[src/rtl/ats21_cmd_driver_if.sv]
// Signal bundle between the ATS21 command driver, its upstream controller and the ATS21 block.
// The driver uses the master view; the controller/ATS21 side uses the slave view.
interface ats21_cmd_driver_if;
    logic        cmd_valid;
    logic        cmd_ready;
    logic [31:0] cmd_a;
    logic [31:0] cmd_b;
    logic        req;
    logic        ready;
    logic [15:0] ctrlA;
    logic [15:0] ctrlB;
    logic [1:0]  statA;
    logic [1:0]  statB;
    logic        rsp_valid;
    logic [1:0]  rsp_statA;
    logic [1:0]  rsp_statB;
    logic        rsp_timeout;
    logic        busy;

    modport master (
        input  cmd_valid, cmd_a, cmd_b, ready, statA, statB,
        output cmd_ready, req, ctrlA, ctrlB, rsp_valid, rsp_statA, rsp_statB, rsp_timeout, busy
    );

    modport slave (
        output cmd_valid, cmd_a, cmd_b, ready, statA, statB,
        input  cmd_ready, req, ctrlA, ctrlB, rsp_valid, rsp_statA, rsp_statB, rsp_timeout, busy
    );
endinterface

[src/rtl/ats21_cmd_driver.sv]
// Host-side ATS21 command issuer: buffers 32-bit A/B command pairs, sends each as two
// 16-bit halves over the req/ready handshake and returns one status response per pair.
module ats21_cmd_driver #(
    parameter int CMD_DEPTH     = 4,
    parameter int READY_TIMEOUT = 15,
    parameter int RESP_LAT      = 2
) (
    input logic                clk,
    input logic                reset,
    ats21_cmd_driver_if.master bus
);
    localparam int PW = (CMD_DEPTH > 1) ? $clog2(CMD_DEPTH) : 1;
    localparam int CW = $clog2(CMD_DEPTH + 1);
    localparam int TW = (READY_TIMEOUT > 1) ? $clog2(READY_TIMEOUT) : 1;
    localparam int LW = (RESP_LAT > 1) ? $clog2(RESP_LAT) : 1;
    localparam logic [CW-1:0] FULL_CNT  = CW'(CMD_DEPTH);
    localparam logic [TW-1:0] TCNT_LAST = TW'(READY_TIMEOUT - 1);
    localparam logic [LW-1:0] LCNT_LAST = LW'(RESP_LAT - 1);
    localparam logic [1:0]    STAT_NACK = 2'b10;

    typedef enum logic [1:0] {
        ST_IDLE = 2'd0,
        ST_REQ  = 2'd1,
        ST_LO   = 2'd2,
        ST_WAIT = 2'd3
    } state_t;

    state_t          state_r, state_s;
    logic [63:0]     mem_r [CMD_DEPTH];
    logic [PW-1:0]   wr_ptr_r, rd_ptr_r;
    logic [CW-1:0]   count_r, count_s;
    logic            cmd_ready_r;
    logic            push_s, pop_s;
    logic [63:0]     head_s;

    logic [15:0]     work_lo_a_r, work_lo_a_s;
    logic [15:0]     work_lo_b_r, work_lo_b_s;
    logic [TW-1:0]   tcnt_r, tcnt_s;
    logic [LW-1:0]   lcnt_r, lcnt_s;
    logic            req_r, req_s;
    logic [15:0]     ctrl_a_r, ctrl_a_s;
    logic [15:0]     ctrl_b_r, ctrl_b_s;
    logic            rsp_valid_r, rsp_valid_s;
    logic [1:0]      rsp_stat_a_r, rsp_stat_a_s;
    logic [1:0]      rsp_stat_b_r, rsp_stat_b_s;
    logic            rsp_timeout_r, rsp_timeout_s;
    logic            busy_r, busy_s;

    assign push_s = bus.cmd_valid && cmd_ready_r;
    assign pop_s  = (state_r == ST_IDLE) && (count_r != CW'(0));
    assign head_s = mem_r[rd_ptr_r];

    // FIFO occupancy update; simultaneous push and pop cancel out
    always_comb begin
        count_s = count_r;
        case ({push_s, pop_s})
            2'b10:   count_s = count_r + CW'(1);
            2'b01:   count_s = count_r - CW'(1);
            default: count_s = count_r;
        endcase
    end

    // FIFO storage, pointers and registered not-full flag
    always_ff @(posedge clk or negedge reset) begin
        if (!reset) begin
            for (int i = 0; i < CMD_DEPTH; i++) begin
                mem_r[i] <= 64'h0;
            end
            wr_ptr_r    <= PW'(0);
            rd_ptr_r    <= PW'(0);
            count_r     <= CW'(0);
            cmd_ready_r <= 1'b1;
        end else begin
            if (push_s) begin
                mem_r[wr_ptr_r] <= {bus.cmd_a, bus.cmd_b};
                wr_ptr_r        <= wr_ptr_r + PW'(1);
            end
            if (pop_s) begin
                rd_ptr_r <= rd_ptr_r + PW'(1);
            end
            count_r     <= count_s;
            cmd_ready_r <= (count_s != FULL_CNT);
        end
    end

    // FSM state register
    always_ff @(posedge clk or negedge reset) begin
        if (!reset) begin
            state_r <= ST_IDLE;
        end else begin
            state_r <= state_s;
        end
    end

    // FSM next-state logic
    always_comb begin
        state_s = state_r;
        case (state_r)
            ST_IDLE: begin
                if (count_r != CW'(0)) state_s = ST_REQ;
                else                   state_s = ST_IDLE;
            end
            ST_REQ: begin
                if (bus.ready)                  state_s = ST_LO;
                else if (tcnt_r == TCNT_LAST)   state_s = ST_IDLE;
                else                            state_s = ST_REQ;
            end
            ST_LO:   state_s = ST_WAIT;
            ST_WAIT: begin
                if (lcnt_r == LCNT_LAST) state_s = ST_IDLE;
                else                     state_s = ST_WAIT;
            end
            default: state_s = ST_IDLE;
        endcase
    end

    // Next values of the registered outputs, counters and working halves
    always_comb begin
        work_lo_a_s   = work_lo_a_r;
        work_lo_b_s   = work_lo_b_r;
        tcnt_s        = tcnt_r;
        lcnt_s        = lcnt_r;
        req_s         = req_r;
        ctrl_a_s      = ctrl_a_r;
        ctrl_b_s      = ctrl_b_r;
        rsp_valid_s   = 1'b0;
        rsp_stat_a_s  = rsp_stat_a_r;
        rsp_stat_b_s  = rsp_stat_b_r;
        rsp_timeout_s = rsp_timeout_r;
        case (state_r)
            ST_IDLE: begin
                if (pop_s) begin
                    work_lo_a_s = head_s[47:32];
                    work_lo_b_s = head_s[15:0];
                    req_s       = 1'b1;
                    ctrl_a_s    = head_s[63:48];
                    ctrl_b_s    = head_s[31:16];
                    tcnt_s      = TW'(0);
                end else begin
                    req_s    = 1'b0;
                    ctrl_a_s = 16'h0000;
                    ctrl_b_s = 16'h0000;
                end
            end
            ST_REQ: begin
                if (bus.ready) begin
                    req_s    = 1'b0;
                    ctrl_a_s = work_lo_a_r;
                    ctrl_b_s = work_lo_b_r;
                end else if (tcnt_r == TCNT_LAST) begin
                    // Abort: ATS21 never answered, report a Nack-coded timeout
                    req_s         = 1'b0;
                    ctrl_a_s      = 16'h0000;
                    ctrl_b_s      = 16'h0000;
                    rsp_valid_s   = 1'b1;
                    rsp_timeout_s = 1'b1;
                    rsp_stat_a_s  = STAT_NACK;
                    rsp_stat_b_s  = STAT_NACK;
                end else begin
                    tcnt_s = tcnt_r + TW'(1);
                end
            end
            ST_LO: begin
                ctrl_a_s = 16'h0000;
                ctrl_b_s = 16'h0000;
                lcnt_s   = LW'(0);
            end
            ST_WAIT: begin
                if (lcnt_r == LCNT_LAST) begin
                    rsp_valid_s   = 1'b1;
                    rsp_timeout_s = 1'b0;
                    rsp_stat_a_s  = bus.statA;
                    rsp_stat_b_s  = bus.statB;
                end else begin
                    lcnt_s = lcnt_r + LW'(1);
                end
            end
            default: begin
                req_s    = 1'b0;
                ctrl_a_s = 16'h0000;
                ctrl_b_s = 16'h0000;
            end
        endcase
        busy_s = (state_s != ST_IDLE);
    end

    // Output and datapath registers
    always_ff @(posedge clk or negedge reset) begin
        if (!reset) begin
            work_lo_a_r   <= 16'h0000;
            work_lo_b_r   <= 16'h0000;
            tcnt_r        <= TW'(0);
            lcnt_r        <= LW'(0);
            req_r         <= 1'b0;
            ctrl_a_r      <= 16'h0000;
            ctrl_b_r      <= 16'h0000;
            rsp_valid_r   <= 1'b0;
            rsp_stat_a_r  <= STAT_NACK;
            rsp_stat_b_r  <= STAT_NACK;
            rsp_timeout_r <= 1'b0;
            busy_r        <= 1'b0;
        end else begin
            work_lo_a_r   <= work_lo_a_s;
            work_lo_b_r   <= work_lo_b_s;
            tcnt_r        <= tcnt_s;
            lcnt_r        <= lcnt_s;
            req_r         <= req_s;
            ctrl_a_r      <= ctrl_a_s;
            ctrl_b_r      <= ctrl_b_s;
            rsp_valid_r   <= rsp_valid_s;
            rsp_stat_a_r  <= rsp_stat_a_s;
            rsp_stat_b_r  <= rsp_stat_b_s;
            rsp_timeout_r <= rsp_timeout_s;
            busy_r        <= busy_s;
        end
    end

    assign bus.cmd_ready   = cmd_ready_r;
    assign bus.req         = req_r;
    assign bus.ctrlA       = ctrl_a_r;
    assign bus.ctrlB       = ctrl_b_r;
    assign bus.rsp_valid   = rsp_valid_r;
    assign bus.rsp_statA   = rsp_stat_a_r;
    assign bus.rsp_statB   = rsp_stat_b_r;
    assign bus.rsp_timeout = rsp_timeout_r;
    assign bus.busy        = busy_r;
endmodule

[src/flat_wrapper.sv]
// flat-port wrapper written by rule: the top's interface ports become plain ports
module ats21_cmd_driver_flat 
#(
    parameter int CMD_DEPTH     = 4,
    parameter int READY_TIMEOUT = 15,
    parameter int RESP_LAT      = 2
)
  (clk, reset, bus_cmd_valid, bus_cmd_a, bus_cmd_b, bus_ready, bus_statA, bus_statB, bus_cmd_ready, bus_req, bus_ctrlA, bus_ctrlB, bus_rsp_valid, bus_rsp_statA, bus_rsp_statB, bus_rsp_timeout, bus_busy);
  ats21_cmd_driver_if bus_i ();
  input logic clk;
  input logic reset;
  input wire logic [$bits(bus_i.cmd_valid)-1:0] bus_cmd_valid;
  input wire logic [$bits(bus_i.cmd_a)-1:0] bus_cmd_a;
  input wire logic [$bits(bus_i.cmd_b)-1:0] bus_cmd_b;
  input wire logic [$bits(bus_i.ready)-1:0] bus_ready;
  input wire logic [$bits(bus_i.statA)-1:0] bus_statA;
  input wire logic [$bits(bus_i.statB)-1:0] bus_statB;
  output wire logic [$bits(bus_i.cmd_ready)-1:0] bus_cmd_ready;
  output wire logic [$bits(bus_i.req)-1:0] bus_req;
  output wire logic [$bits(bus_i.ctrlA)-1:0] bus_ctrlA;
  output wire logic [$bits(bus_i.ctrlB)-1:0] bus_ctrlB;
  output wire logic [$bits(bus_i.rsp_valid)-1:0] bus_rsp_valid;
  output wire logic [$bits(bus_i.rsp_statA)-1:0] bus_rsp_statA;
  output wire logic [$bits(bus_i.rsp_statB)-1:0] bus_rsp_statB;
  output wire logic [$bits(bus_i.rsp_timeout)-1:0] bus_rsp_timeout;
  output wire logic [$bits(bus_i.busy)-1:0] bus_busy;
  assign bus_i.cmd_valid = bus_cmd_valid;
  assign bus_i.cmd_a = bus_cmd_a;
  assign bus_i.cmd_b = bus_cmd_b;
  assign bus_i.ready = bus_ready;
  assign bus_i.statA = bus_statA;
  assign bus_i.statB = bus_statB;
  assign bus_cmd_ready = bus_i.cmd_ready;
  assign bus_req = bus_i.req;
  assign bus_ctrlA = bus_i.ctrlA;
  assign bus_ctrlB = bus_i.ctrlB;
  assign bus_rsp_valid = bus_i.rsp_valid;
  assign bus_rsp_statA = bus_i.rsp_statA;
  assign bus_rsp_statB = bus_i.rsp_statB;
  assign bus_rsp_timeout = bus_i.rsp_timeout;
  assign bus_busy = bus_i.busy;
  ats21_cmd_driver #(.CMD_DEPTH(CMD_DEPTH), .READY_TIMEOUT(READY_TIMEOUT), .RESP_LAT(RESP_LAT)) u_core (.clk(clk), .reset(reset), .bus(bus_i));
endmodule
[config.mk]
export PLATFORM = sky130hd
export DESIGN_NAME = ats21_cmd_driver_flat
export DESIGN_NICKNAME = d
export VERILOG_FILES = /design/src/rtl/ats21_cmd_driver_if.sv /design/src/rtl/ats21_cmd_driver.sv /design/src/flat_wrapper.sv
export SDC_FILE = /design/constraint.sdc
export NUM_CORES = 1
export LEC_CHECK = 0
export ABC_AREA = 1
export CORE_ASPECT_RATIO = 1.5
export CORE_MARGIN = 4
export CORE_UTILIZATION = 64
export DETAILED_ROUTE_END_ITERATION = 16
export PLACE_DENSITY_LB_ADDON = 0.1
export SYNTH_ARGS = -nofsm -noshare
export SYNTH_HDL_FRONTEND = slang
export SYNTH_SLANG_ARGS = --single-unit
[constraint.sdc]
create_clock -name clk -period 6.9 [get_ports clk]
set_input_delay 1.38 -clock clk [delete_from_list [all_inputs] [get_ports clk]]
set_output_delay 1.38 -clock clk [all_outputs]
set_load 0.05 [all_outputs]
**Yosys cells after proc, flatten, opt, wreduce, memory -nomap -nowiden**

Index checks and enable logic that the tools add are counted.

- Logic and storage cells: 103
- Flip-flop bits (word level): 343
- Output and inout bits: 41

- Muxes and demuxes: 43
- Add/sub/neg operators: 6
- Magnitude comparators: 3
- Bitwise gates (word level): 2
- Reductions and logical operators: 15
- Eq/ne operators: 13

Operator list:

| kind | count |
|---|---|
| $bwmux 256 | 1 |
| $mux 64 | 3 |
| $bmux 64 s2 | 1 |
| $demux 64 s2 | 1 |
| $pmux 16 s3 | 2 |
| $mux 16 | 5 |
| $mux 1 | 12 |
| $mux 2 | 6 |
| $mux 4 | 3 |
| $pmux 1 s2 | 4 |
| $pmux 2 s2 | 2 |
| $pmux 2 s4 | 1 |
| $pmux 4 s2 | 1 |
| $reduce_and 4->1 | 2 |
| $reduce_bool 2->1 | 4 |
| $eq 2x2->1 const B | 3 |
| $ge 3x3->1 const B | 2 |
| $ne 2x1->1 const B | 3 |
| $not 2->3 | 2 |
| $pmux 3 s2 | 1 |
| $reduce_and 2->1 | 3 |
| $reduce_bool 3->1 | 2 |
| $add 2x1->2 const B | 2 |
| $add 4x1->4 const B | 1 |
| 11 further kinds | 15 |

**Depth between registers and ports, before layout**

- Depth in word-level cells: 6
- Mapped depth: 13

**Least setup slack after synthesis**

No wires, ideal clock.

- Path type: input to register
- Start: input port bus_cmd_valid
- End: register u_core.cmd_ready_r, in the netlist u_core.bus.cmd_ready
- Arrival time: 2643 ps
- Cell stages on the path: 8
- Buffers on the path: 0
- Setup slack: 4174 ps
- Cell sequence: nand2_1 ha_1 inv_1 fa_1 or2_2 nand2_1 xnor2_1 nand2_1

- Word-level cells in the longest chain between the ends: 4
- Elaborated cells between the ends (all ways): 5
- Classes of those cells: 3 x eq/ne; 1 x mux; 1 x reduce/logical

Ends and longest elaborated chain:

| item | RTL line | text |
|---|---|---|
| start, declared | flat_wrapper.sv:12 | `input wire logic [$bits(bus_i.cmd_valid)-1:0] bus_cmd_valid;` |
| $logic_and 1x1->1 * | ats21_cmd_driver.sv:49 | `assign push_s = bus.cmd_valid && cmd_ready_r;` |
| $eq 2x1->1 or $eq 2x2->1 (tied branches) | ats21_cmd_driver.sv:56 | `case ({push_s, pop_s})` |
| $pmux 3 s2 * | ats21_cmd_driver.sv:56 |  |
| via u_core.count_s[2] | ats21_cmd_driver.sv:31 | `logic [CW-1:0] count_r, count_s;` |
| $ne 3x3->1 * | ats21_cmd_driver.sv:82 | `cmd_ready_r <= (count_s != FULL_CNT);` |
| end signal, assigned | ats21_cmd_driver.sv:82 |  |
| end, declared | ats21_cmd_driver.sv:32 | `logic cmd_ready_r;` |

Mark *: on every way through the listed nets, which the timed path passes. The rest lies on a longest branch.
A chain may end at the register's enable or synchronous reset.

**Worst setup path in the final report**

- Start: register u_core.rd_ptr_r[0]
- End: register u_core.ctrl_a_r[8], in the netlist u_core.bus.ctrlA[8]

- Word-level cells in the longest chain between the ends: 6

Ends and longest elaborated chain:

| item | RTL line | text |
|---|---|---|
| start, declared | ats21_cmd_driver.sv:30 | `logic [PW-1:0] wr_ptr_r, rd_ptr_r;` |
| start signal, assigned | ats21_cmd_driver.sv:79 | `rd_ptr_r <= rd_ptr_r + PW'(1);` |
| $not 2->3 (not written as such) | ats21_cmd_driver.sv:51 | `assign head_s = mem_r[rd_ptr_r];` |
| $bmux 64 s2 | ats21_cmd_driver.sv:51 |  |
| $mux 64 (not written as such) (2 in series) | ats21_cmd_driver.sv:51 |  |
| $mux 16 | ats21_cmd_driver.sv:132 | `if (pop_s) begin` |
| $pmux 16 s3 | ats21_cmd_driver.sv:130 | `case (state_r)` |
| end signal, assigned | ats21_cmd_driver.sv:208 | `ctrl_a_r <= ctrl_a_s;` |
| end, declared | ats21_cmd_driver.sv:41 | `logic [15:0] ctrl_a_r, ctrl_a_s;` |

No other way between the ends. The select of a mux whose other input is x is not followed.

==> impl_metrics.py <==
metrics = {
    "run_status": {
        "outcome": "finished, final reports clean",
    },
    "setup_path": {
        "cp_slowest_cell": "clkinv_2",
        "crit_path_max_fanout": 71,
        "startpoint_type": "register",
        "critical_path.most_common_cell": "nand2_1",
        "cp_num_buf_inv": 2,
        "cp_slowest_stage_delay_ns": 0.99,
        "arrival_ns": 3.73,
        "worstPathCellList": "clkinv_2 -> buf_4 -> nand2_1 -> nand3_1 -> nand2_1 -> nand2_1 -> a21oi_1",
        "critPathCaptureType": "register",
        "cp_top_family": "buffers and inverters",
        "required_ns": 7.34,
        "path_class": "register to register",
    },
    "yosys": {
        "syn_area_per_cell_um2": 7.88,
        "synth_mux_area_share_pct": 0,
        "ys_warn_count": 0,
        "syn_area_mm2": 0.0157,
        "synth-simple-area-share_pct": 20.9,
        "synth-edff-count": 0,
        "synth_top_family_by_area": "simple AND/OR/NAND/NOR gates",
        "syn-num-nets": 2083,
        "synth_compound_area_share_pct": 13.7,
        "yosysUniqueCellTypes": 27,
        "yosys.area_share.adder_pct": 1.08,
        "synth-main-ff-cell": "dfrtp_1",
        "yosysSeqAreaShare_pct": 54.6,
        "ys_ff_latch": 343,
        "synthArstFlopShare_pct": 100,
        "postSynthCellCount": 1998,
        "synth_xor_area_share_pct": 0.278,
    },
    "power": {
        "ir_worst_vdd_v": 0.000320,
        "p_leak_uw": 0.00913,
        "power_density_mw_per_mm2": 518,
        "fin_total_pwr_uw": 9330,
    },
    "cts": {
        "clock_sinks": 343,
        "cts_tree": "yes",
        "htreeDepth": 2,
        "ctsHoldBuffers": 0,
        "numCtsBuffers": 34,
        "cts_resized": 0,
        "clk_path_buf_depth": 3,
        "clockRootBuffer": "clkbuf_16",
        "cts_setup_buffers": 0,
        "clk_pin_slew_ns": 0.06,
        "clk_latency_ns": 0.52,
    },
    "layout": {
        "fin_nets": 2125,
        "drive_gt1_share_pct": 4.22,
        "n_antenna_cell": 0,
        "areaGrowthSynthToFinish_pct": 14.4,
    },
    "sta": {
        "period_minus_slack_ns": 3.30,
        "worst_slew_pin_slew_ns": 1.02,
        "slew-limit-headroom_pct": 32.0,
        "hold_viol_final": 0,
        "finalSetupViolCount": 0,
        "skew_ns": 0.0170,
        "fin_setup_tns_ns": 0,
        "slew_violations": 0,
        "rsz0062_at_grt": "no",
        "clock.fmax_ghz": 0.303,
        "post-route-period-util_pct": 47.8,
    },
    "die": {
        "core_region_area_mm2": 0.0243,
        "pin_count": 113,
        "initial_core_util_pct": 64.6,
        "fp-row-count": 70,
        "die_area_mm2": 0.0272,
        "die_w_um": 136,
        "die_h_um": 200,
    },
    "grt": {
        "grt_use_total_pct": 29.5,
        "grt_pass1_wl_mm": 64.7,
        "grt_max_degree": 179,
        "antenna_found_initial": 0,
        "overflow": 0,
        "grt_pass1_vias": 13200,
    },
    "route": {
        "via_per_inst": 5.45,
        "vias": 13000,
        "wl_per_cell_um": 16.2,
        "ant_nets": 0,
        "drt-initial-drc-count": 1257,
        "drc": 0,
        "drtPass1Iterations": 6,
        "routed_wl_mm": 38.6,
    },
    "placed_design": {
        "place_congestion": 0.833,
        "dpl.hpwl_mm": 22.4,
        "portBuffers": 112,
    },
    "job": {
        "max-cap-violations": 0,
    },
    "hold_path": {
        "hp-class": "register to register",
    },
}
power by group:
| group | leakage (uW) | total, uW | switching [uW] | internal [uW] |
|---|---|---|---|---|
| clock | 0.000577 | 1910 | 764 | 1150 |
| combinational | 0.00424 | 3920 | 2640 | 1280 |
| sequential | 0.00431 | 3500 | 548 | 2950 |
worst min-delay path: cells and delay by family, from the launching register on:
kind / cells / cell delay (ns)
flip-flops: 1 / 0.37
AND/OR/NAND/NOR: 2 / 0.09
cells by family after synthesis:
group	after synthesis
AND/OR/NAND/NOR	844
AO/OA/AOI/OAI	428
buffers and inverters	365
flip-flops	343
XOR/XNOR	5
adder cells (fa/ha/maj)	13
area by class of cell:
class | count | area (um2)
timing repair buffer | 127 | 1250
multi-input combinational | 1290 | 5680
fill | 1913 | 6340
inverter | 244 | 917
clock buffer | 53 | 1080
sequential | 343 | 8590
tap | 324 | 405
clock inverter | 7 | 85.1
layout by cell type (no fill, tap or decap):
cell,Yosys,layout
nand2_1,555,551
o21ai_0,341,341
dfrtp_1,340,338
inv_1,242,241
nor2_1,206,206
clkdlybuf4s50_1,0,111
nand3_1,73,73
a21oi_1,66,66
clkbuf_16,0,37
o21ai_1,18,18
buf_4,10,14
ha_1,12,12
clkbuf_8,0,9
clkbuf_1,46,7
clkinv_2,0,6
nand2_4,0,4
xnor2_1,3,3
or2_2,3,3
dfstp_2,3,3
inv_2,2,2
o21bai_1,2,2
nand4_1,2,2
nand3b_1,2,2
xor2_1,2,2
bufinv_16,0,2
o22ai_1,1,1
nor2_2,1,1
nand2_2,1,1
nor3_2,1,1
fa_1,1,1
buf_8,0,1
buf_12,0,1
dfrtp_4,0,1
dfrtp_2,0,1
through the flow:
stage / util [%] / cell area (um2) / cells / hold WS, ns / setup WS (ns)
after floorplan: - / 15700 / 1998 / 0.448 / 4.17
after global placement: 69.2 / 16800 / 2328 / 0.453 / 3.26
after detailed placement: 69.2 / 16800 / 2328 / 0.456 / 3.19
after CTS: 74.0 / 18000 / 2388 / 0.465 / 3.59
after global routing: 74.0 / 18000 / 2388 / 0.496 / 3.32
final: 74.0 / 18000 / 2388 / 0.463 / 3.60
Yosys cell counts (all sizes together), types with 3 or more instances:
| cell type | count | area [um2] |
|---|---|---|
| nand3 | 73 | 365 |
| o21ai | 359 | 1800 |
| ha | 12 | 150 |
| inv | 244 | 916 |
| clkbuf | 46 | 173 |
| buf | 75 | 408 |
| or2 | 3 | 18.8 |
| nor2 | 207 | 780 |
| dfstp | 3 | 78.8 |
| nand2 | 556 | 2090 |
| xnor2 | 3 | 26.3 |
| dfrtp | 340 | 8510 |
| a21oi | 66 | 330 |
final timing paths:
path / to / slack (ns) / startpoint / cells past startpoint
worst max-delay path: u_core.bus.ctrlA[8] / 3.60 / u_core.rd_ptr_r[0] / 7
worst min-delay path: u_core.bus.rsp_statB[1] / 0.46 / u_core.bus.rsp_statB[1] / 2
worst max register to register: u_core.bus.ctrlA[8] / 3.60 / u_core.rd_ptr_r[0] / 7
worst min register to register: u_core.bus.rsp_statB[1] / 0.46 / u_core.bus.rsp_statB[1] / 2
max in group asynchronous: u_core.mem_r[245] / 4.61 / reset / 2
min in group asynchronous: u_core.mem_r[133] / 0.86 / reset / 1
flip-flops by register name, indices dropped and copies added, names as in the netlist:
register	flops
u_core.bus.req	1
u_core.wr_ptr_r	2
u_core.rd_ptr_r	2
u_core.state_r	2
u_core.bus.busy	1
u_core.bus.rsp_timeout	1
u_core.mem_r	256
u_core.bus.rsp_statA	2
u_core.bus.rsp_statB	2
u_core.work_lo_b_r	16
u_core.bus.ctrlB	16
u_core.bus.ctrlA	16
u_core.count_r	3
u_core.bus.cmd_ready	1
u_core.bus.rsp_valid	1
u_core.work_lo_a_r	16
u_core.tcnt_r	4
u_core.lcnt_r	1
metal layers:
layer / vias up / part of all wire [%] / GRT usage (%)
met3: 65 / 5.8 / 3.84
li1: 6290 / - / -
met4: 0 / 2.5 / 10.8
met5: - / 0 / 0
met2: 464 / 50 / 49.8
met1: 6199 / 42 / 39.5
No activity file was read; power rests on OpenSTA's default activity.
